`src/rtl/uart_pkg.sv`:
```
// Shared UART definitions: arbiter state encoding, baud codes, byte width.
package uart_pkg;

    localparam int unsigned BYTE_W = 8;

    // Baud codes, common to transmitter, receiver and arbiter.
    localparam logic [2:0] BAUD_1200   = 3'b000;
    localparam logic [2:0] BAUD_2400   = 3'b001;
    localparam logic [2:0] BAUD_4800   = 3'b010;
    localparam logic [2:0] BAUD_9600   = 3'b011;
    localparam logic [2:0] BAUD_19200  = 3'b100;
    localparam logic [2:0] BAUD_38400  = 3'b101;
    localparam logic [2:0] BAUD_57600  = 3'b110;
    localparam logic [2:0] BAUD_115200 = 3'b111;

    typedef enum logic [1:0] {
        IDLE  = 2'd0,
        WRITE = 2'd1,
        BUSY  = 2'd2
    } arb_state_e;

endpackage

```
`src/rtl/uart_byte_fifo.sv`:
```
// Small synchronous byte FIFO with a registered ready (not-full) flag.
module uart_byte_fifo
    import uart_pkg::*;
#(
    parameter int unsigned DEPTH = 4
) (
    input  logic              clk,
    input  logic              reset,
    input  logic              push,
    input  logic [BYTE_W-1:0] push_data,
    input  logic              pop,
    output logic [BYTE_W-1:0] head,
    output logic              full,
    output logic              empty,
    output logic              ready
);

    localparam int unsigned AW = $clog2(DEPTH);
    localparam int unsigned CW = AW + 1;

    logic [BYTE_W-1:0] mem [DEPTH];
    logic [AW-1:0]     wr_ptr_q, rd_ptr_q;
    logic [CW-1:0]     count_q, count_d;
    logic              ready_q;

    // Occupancy after this cycle's push/pop; simultaneous push+pop leaves it unchanged.
    always_comb begin
        count_d = count_q;
        case ({push, pop})
            2'b10:   count_d = count_q + CW'(1);
            2'b01:   count_d = count_q - CW'(1);
            default: count_d = count_q;
        endcase
    end

    // Pointers, occupancy and ready; ready stays low while reset is held.
    always_ff @(posedge clk or negedge reset) begin
        if (!reset) begin
            wr_ptr_q <= '0;
            rd_ptr_q <= '0;
            count_q  <= '0;
            ready_q  <= 1'b0;
        end else begin
            if (push) wr_ptr_q <= wr_ptr_q + AW'(1);
            if (pop)  rd_ptr_q <= rd_ptr_q + AW'(1);
            count_q <= count_d;
            ready_q <= (count_d != CW'(DEPTH));
        end
    end

    // Storage needs no reset; occupancy alone decides what is valid.
    always_ff @(posedge clk) begin
        if (push) mem[wr_ptr_q] <= push_data;
    end

    assign head  = mem[rd_ptr_q];
    assign full  = (count_q == CW'(DEPTH));
    assign empty = (count_q == '0);
    assign ready = ready_q;

endmodule

```
`src/rtl/uart_tx_arbiter.sv`:
```
// Round-robin arbiter sharing one UART transmitter between two byte producers.
// Optional ack timeout in WRITE is built only when UART_ARB_TIMEOUT_EN is defined.
module uart_tx_arbiter
    import uart_pkg::*;
#(
    parameter int unsigned DEPTH       = 4,
    parameter int unsigned ACK_TIMEOUT = 64
) (
    input  logic       clk,
    input  logic       reset,
    input  logic       en,
    input  logic [2:0] baud_cfg,
    input  logic       req0_valid,
    input  logic [7:0] req0_data,
    output logic       req0_ready,
    input  logic       req1_valid,
    input  logic [7:0] req1_data,
    output logic       req1_ready,
    output logic [7:0] tx_data,
    output logic       tx_wr,
    output logic       tx_en,
    output logic [2:0] baud_select,
    input  logic       tx_busy,
    output logic       grant_id,
    output logic       err
);

    if (DEPTH < 2 || (DEPTH & (DEPTH - 1)) != 0 || ACK_TIMEOUT < 1) begin : g_param_check
        $error("uart_tx_arbiter: DEPTH must be a power of 2 >= 2, ACK_TIMEOUT >= 1");
    end

    arb_state_e        state_q, state_d;
    logic [BYTE_W-1:0] tx_data_q, tx_data_d;
    logic              tx_wr_q, tx_wr_d;
    logic              tx_en_q;
    logic [2:0]        baud_q, baud_d;
    logic              grant_q, grant_d;
    logic              last_q, last_d;

    logic              push0, push1, pop0, pop1;
    logic [BYTE_W-1:0] head0, head1;
    logic              full0, full1, empty0, empty1;
    logic              ready0, ready1;
    logic              pick;

`ifdef UART_ARB_TIMEOUT_EN
    localparam int unsigned CNT_W = $clog2(ACK_TIMEOUT + 1);
    logic [CNT_W-1:0] cnt_q, cnt_d;
    logic             err_q, err_d;
`endif

    assign push0 = req0_valid && ready0 && !full0;
    assign push1 = req1_valid && ready1 && !full1;

    uart_byte_fifo #(
        .DEPTH (DEPTH)
    ) u_fifo0 (
        .clk       (clk),
        .reset     (reset),
        .push      (push0),
        .push_data (req0_data),
        .pop       (pop0),
        .head      (head0),
        .full      (full0),
        .empty     (empty0),
        .ready     (ready0)
    );

    uart_byte_fifo #(
        .DEPTH (DEPTH)
    ) u_fifo1 (
        .clk       (clk),
        .reset     (reset),
        .push      (push1),
        .push_data (req1_data),
        .pop       (pop1),
        .head      (head1),
        .full      (full1),
        .empty     (empty1),
        .ready     (ready1)
    );

    // With both pending, serve the one not granted last; otherwise the only one pending.
    assign pick = (!empty0 && !empty1) ? ~last_q : empty0;

    // Next-state, pops and next output values for the grant/handshake FSM.
    always_comb begin
        state_d   = state_q;
        tx_data_d = tx_data_q;
        grant_d   = grant_q;
        last_d    = last_q;
        pop0      = 1'b0;
        pop1      = 1'b0;
`ifdef UART_ARB_TIMEOUT_EN
        cnt_d     = cnt_q;
        err_d     = err_q;
`endif
        case (state_q)
            IDLE: begin
                // A busy transmitter here is a frame we did not start; hold off.
                if (en && !tx_busy && (!empty0 || !empty1)) begin
                    grant_d   = pick;
                    tx_data_d = pick ? head1 : head0;
                    pop0      = !pick;
                    pop1      = pick;
                    state_d   = WRITE;
`ifdef UART_ARB_TIMEOUT_EN
                    cnt_d     = '0;
`endif
                end
            end
            WRITE: begin
                if (tx_busy) begin
                    state_d = BUSY;
`ifdef UART_ARB_TIMEOUT_EN
                end else if (cnt_q == CNT_W'(ACK_TIMEOUT - 1)) begin
                    // No ack: drop the byte and move the pointer past this requester.
                    state_d = IDLE;
                    err_d   = 1'b1;
                    last_d  = grant_q;
                end else begin
                    cnt_d = cnt_q + CNT_W'(1);
`endif
                end
            end
            BUSY: begin
                if (!tx_busy) begin
                    last_d  = grant_q;
                    state_d = IDLE;
                end
            end
            default: state_d = IDLE;
        endcase
    end

    assign tx_wr_d = (state_d == WRITE);
    // Baud is only sampled between bytes so a frame in flight never sees a change.
    assign baud_d  = (state_q == IDLE) ? baud_cfg : baud_q;

    // State and registered transmitter-side outputs.
    always_ff @(posedge clk or negedge reset) begin
        if (!reset) begin
            state_q   <= IDLE;
            tx_data_q <= '0;
            tx_wr_q   <= 1'b0;
            tx_en_q   <= 1'b0;
            baud_q    <= 3'b000;
            grant_q   <= 1'b0;
            last_q    <= 1'b1;  // requester 0 wins the first tie
        end else begin
            state_q   <= state_d;
            tx_data_q <= tx_data_d;
            tx_wr_q   <= tx_wr_d;
            tx_en_q   <= en;
            baud_q    <= baud_d;
            grant_q   <= grant_d;
            last_q    <= last_d;
        end
    end

`ifdef UART_ARB_TIMEOUT_EN
    // Ack-timeout counter and sticky error flag.
    always_ff @(posedge clk or negedge reset) begin
        if (!reset) begin
            cnt_q <= '0;
            err_q <= 1'b0;
        end else begin
            cnt_q <= cnt_d;
            err_q <= err_d;
        end
    end

    assign err = err_q;
`else
    assign err = 1'b0;
`endif

    assign req0_ready  = ready0;
    assign req1_ready  = ready1;
    assign tx_data     = tx_data_q;
    assign tx_wr       = tx_wr_q;
    assign tx_en       = tx_en_q;
    assign baud_select = baud_q;
    assign grant_id    = grant_q;

endmodule
```
`config.mk`:
```
export PLATFORM = sky130hd
export DESIGN_NAME = uart_tx_arbiter
export DESIGN_NICKNAME = d
export VERILOG_FILES = /design/src/rtl/uart_pkg.sv /design/src/rtl/uart_byte_fifo.sv /design/src/rtl/uart_tx_arbiter.sv
export SDC_FILE = /design/constraint.sdc
export NUM_CORES = 1
export LEC_CHECK = 0
export CORE_ASPECT_RATIO = 0.8
export CORE_UTILIZATION = 51
export CTS_CLUSTER_DIAMETER = 120
export DETAILED_ROUTE_END_ITERATION = 10
export PLACE_DENSITY = 0.76
export SYNTH_ARGS = -nofsm -noshare
export SYNTH_HDL_FRONTEND = slang
export SYNTH_SLANG_ARGS = --single-unit
```
`constraint.sdc`:
```
create_clock -name clk -period 2.4 [get_ports clk]
set_input_delay 0.48 -clock clk [delete_from_list [all_inputs] [get_ports clk]]
set_output_delay 0.48 -clock clk [all_outputs]
set_load 0.02 [all_outputs]
```
==> metrics list <==
- Ports placed on the boundary: 42
- DRT Pass-1 Iters: 4
- Class of the most critical setup path: register to register
- Clock tree synthesis inserted a total of 9 buffers.
- The layout has about 580 filler cells.
* Total grt overflow: 0
* # diodes: 0
- Count of nets after finishing: around 340
* Synth area leaders: sky130_fd_sc_hd__edfxtp_1, sky130_fd_sc_hd__dfrtp_1, sky130_fd_sc_hd__mux4_2
- The die is between 100 and 150 um wide.
* Clock tree from TritonCTS: done
* Final min period: 2.37 ns
* Share of layout cells above drive strength 1: approximately 24%
* Per-cell via count in the routed design: approximately 5.3
* Floorplan die area: between 0.008 and 0.009 mm2
- Synthesis instantiated 39 different standard cells from the library.
* Synth top area share: 47.1%
- Slew Limit Fails: 0
- Routability-driven placement finished with a final weighted congestion of 0.776.
* Core ar.: ~0.0076 mm2
* Fraction of the core area covered by cells at the end of the flow: 64.6%
- The longest clock path from root to sink contains 2 buffers.
- Entering global routing, the biggest net connects 34 pins.
- Worst Hold Path Cells: 1
- Synthesized netlist net count: ~280
- For this block, the initial DRC count from the detailed router was about 110.
- For the worst-skew pair, the clock arrives at the later sink with an insertion delay of approximately 0.37 ns.
* Part of the cycle the worst path needs: between 90 and 100%
* Count of buffers inserted at the top-level ports: 40
- The largest single stage delay on the critical path is about 0.43 ns.
- Dividing the synthesized area by the synthesized cell count gives between 15 and 20 um2.
* Clock root buffer: sky130_fd_sc_hd__clkbuf_8
- Flip-flop and latch count after synthesis: between 90 and 100
- Starting Density: around 54%
- The detailed router placed about 2200 vias in this run.
* HPWL after detailed placement: 4930 um
- Critical path data required time: approximately 2.7 ns
- Postcts setup bufs: 0
* Depth of the CTS H-tree: 3
- Final number of hold-violating endpoints: 0
- VDD IR-drop max: between 500 and 600 uV
* Final setup skew: 0.0118 ns
* Path category of the worst min-delay check: primary input to register
- Wire length of the first global-routing pass: roughly 11000 um
* Number of cells traversed by the worst register-to-register path: 8
* Area Overhead vs Synth: 19.9%
* Total clock sinks: a little under 100
- Vias in the first global route: around 2200
- Critical Path Start Type: register
* Die height: roughly 82 um
- Leading area contributor after synthesis: sky130_fd_sc_hd__edfxtp_1
- In the layout the commonest cells are sky130_fd_sc_hd__edfxtp_1, sky130_fd_sc_hd__clkdlybuf4s50_1, sky130_fd_sc_hd__dfrtp_1.
* Routed Wire Length: between 6000 and 7000 um
- After synthesis, flip-flops and latches occupy roughly 67% of the total area.
- Setup repair after global routing missed its margin: true
- Number of DRC violations after detailed routing: 0
* Status: finished, final reports clean
- Number of core rows: 28
- Number of max-capacitance violations reported: 0
- Cells traversed along the worst timing path: nor4b_4 > and3_4 > ha_4 > inv_2 > fa_2 > xor2_1 > or3_1 > a211o_1
* Synth Cell Area: 0.00408 mm2
- WHS: 0.360 ns
- Most frequent standard cell in the layout excluding fill and tap cells: sky130_fd_sc_hd__edfxtp_1
* Antenna Nets Post-Route: 0
* Kind of end point of the critical path: register
* Highest achievable clock rate: about 420 MHz
- Worst path arrival time: ~2.6 ns
* Number of antenna violations at the first check in global routing: 0
* Clock-pin slew on the worst setup and hold paths: roughly 0.10 ns
* Synthesis warning total: 0
* Routed length per instance: about 17 um
- Maximum fanout along the worst path: 3
* Post-synthesis cell count: ~240
* Slew Limit Headroom: around three fifths
* Leak: 1.83 nW
- Cell with the largest stage delay on the worst path: sky130_fd_sc_hd__dfrtp_2
- Across every metal layer, demand over resource in global routing totals between 10% and 20%.
* Final Setup Violations: 0
* Ratio of total power to cell area: ~1200 mW/mm2
- Slew @ Worst Pin: around 0.6 ns
-- report_power, final --
part / total [mW] / internal, mW / switching (mW)
registers: 2.66 / 2.28 / 0.382
logic: 2.03 / 1.06 / 0.968
clock network: 0.951 / 0.381 / 0.570
-- worst max-delay path, delay by kind of cell (launching register included) --
kind | cells | cell delay [ns]
AOI/OAI and AO/OA | 1 | 0.27
xor gates and xnor gates | 1 | 0.15
adders and majority gates | 2 | 0.45
buffers and inverters | 1 | 0.03
DFF | 1 | 0.43
and+or+nand+nor | 3 | 0.94
-- layout make-up --
cell class | count | area (um2) | share of cell area [%]
timing repair buffer | 57 | 538 | 11.0
inverter | 29 | 109 | 2.23
clock inverter | 7 | 52.6 | 1.07
sequential | 97 | 2750 | 56.3
multi-input combinational | 104 | 1180 | 24.2
clock buffer | 9 | 124 | 2.53
tap | 105 | 131 | 2.69
-- cells by family after synthesis --
logic type | Yosys count | synth area share, %
flip-flops | 97 | 67.4
buffers and inverters | 38 | 4.14
AO/OA/AOI/OAI | 22 | 5.68
other | 1 | 0.0920
AND/OR/NAND/NOR | 35 | 5.49
XOR/XNOR | 11 | 2.36
multiplexers | 23 | 10.7
adder cells (fa/ha/maj) | 12 | 4.05
-- path summary, 6_finish.rpt --
check | to | from | slack [ns]
max | u_fifo1.ready | state_q[0] | 0.03
min | tx_en | en | 0.36
max reg2reg | u_fifo1.ready | state_q[0] | 0.03
min reg2reg | baud_select[1] | baud_select[1] | 0.52
max in group asynchronous | last_q | reset | 1.53
min in group asynchronous | tx_data[4] | reset | 0.52
-- synthesized netlist by cell type --
library cell	instances
sky130_fd_sc_hd__or2_2	1
sky130_fd_sc_hd__o21ai_0	3
sky130_fd_sc_hd__a31oi_2	1
sky130_fd_sc_hd__a211o_1	1
sky130_fd_sc_hd__nand4_1	9
sky130_fd_sc_hd__dfstp_2	1
sky130_fd_sc_hd__xnor2_1	7
sky130_fd_sc_hd__a31oi_1	1
sky130_fd_sc_hd__mux4_2	16
sky130_fd_sc_hd__clkbuf_8	1
sky130_fd_sc_hd__buf_6	1
sky130_fd_sc_hd__o31ai_4	1
sky130_fd_sc_hd__fa_1	2
sky130_fd_sc_hd__o211ai_1	1
sky130_fd_sc_hd__mux2_2	6
sky130_fd_sc_hd__o21a_1	3
sky130_fd_sc_hd__o221ai_1	1
sky130_fd_sc_hd__or3_1	2
sky130_fd_sc_hd__buf_4	1
sky130_fd_sc_hd__mux2i_1	1
sky130_fd_sc_hd__inv_1	29
sky130_fd_sc_hd__conb_1	1
sky130_fd_sc_hd__nand2_1	4
sky130_fd_sc_hd__xor2_1	4
sky130_fd_sc_hd__nor2_1	3
sky130_fd_sc_hd__nor4b_4	1
sky130_fd_sc_hd__and2_1	9
sky130_fd_sc_hd__or3_4	1
sky130_fd_sc_hd__o2111ai_1	1
sky130_fd_sc_hd__and3_1	1
sky130_fd_sc_hd__clkbuf_1	2
sky130_fd_sc_hd__ha_1	10
sky130_fd_sc_hd__edfxtp_1	64
sky130_fd_sc_hd__dfrtp_1	32
sky130_fd_sc_hd__a21o_1	2
sky130_fd_sc_hd__o221ai_2	7
sky130_fd_sc_hd__nor3_1	2
sky130_fd_sc_hd__buf_2	4
sky130_fd_sc_hd__nor3b_1	2
-- repair_timing --
item | CTS | global route
setup endpoints to repair | 2 | 1
pin swaps | 4 | 3
resized for setup | 2 | 0
hold buffers | 0 | 0
-- through the flow --
stage / TNS [ns] / power (mW) / cell area, um2 / std cells / setup WS (ns)
after floorplan: -0.0709 / 4.01 / 4100 / 239 / -0.0366
after global placement: -1.45 / 4.68 / 4710 / 392 / -0.474
after detailed placement: -1.59 / 4.76 / 4710 / 392 / -0.503
after CTS: 0 / 5.71 / 4890 / 408 / 0.0113
after global routing: -0.0574 / 5.99 / 4890 / 408 / -0.0397
final: 0 / 5.65 / 4890 / 408 / 0.0251
-- registers in the layout, indices dropped and copies added, names as in the netlist, 2 cells and up --
signal            flops
u_fifo0.mem          32
u_fifo0.count_q       3
tx_data               8
state_q               2
u_fifo1.rd_ptr_q      2
u_fifo0.rd_ptr_q      2
baud_select           3
u_fifo1.mem          32
u_fifo0.wr_ptr_q      2
u_fifo1.count_q       3
u_fifo1.wr_ptr_q      2
-- metal layers --
metal  routed length, um  vias up  global-route usage, %
met3                 324       12                   5.11
met2                3150       49                   29.8
met1                3270     1087                   25.5
met4                 103        0                   6.86
met5                   0        -                      0
li1                    -     1009                      -
No activity file was read; power rests on OpenSTA's default activity.
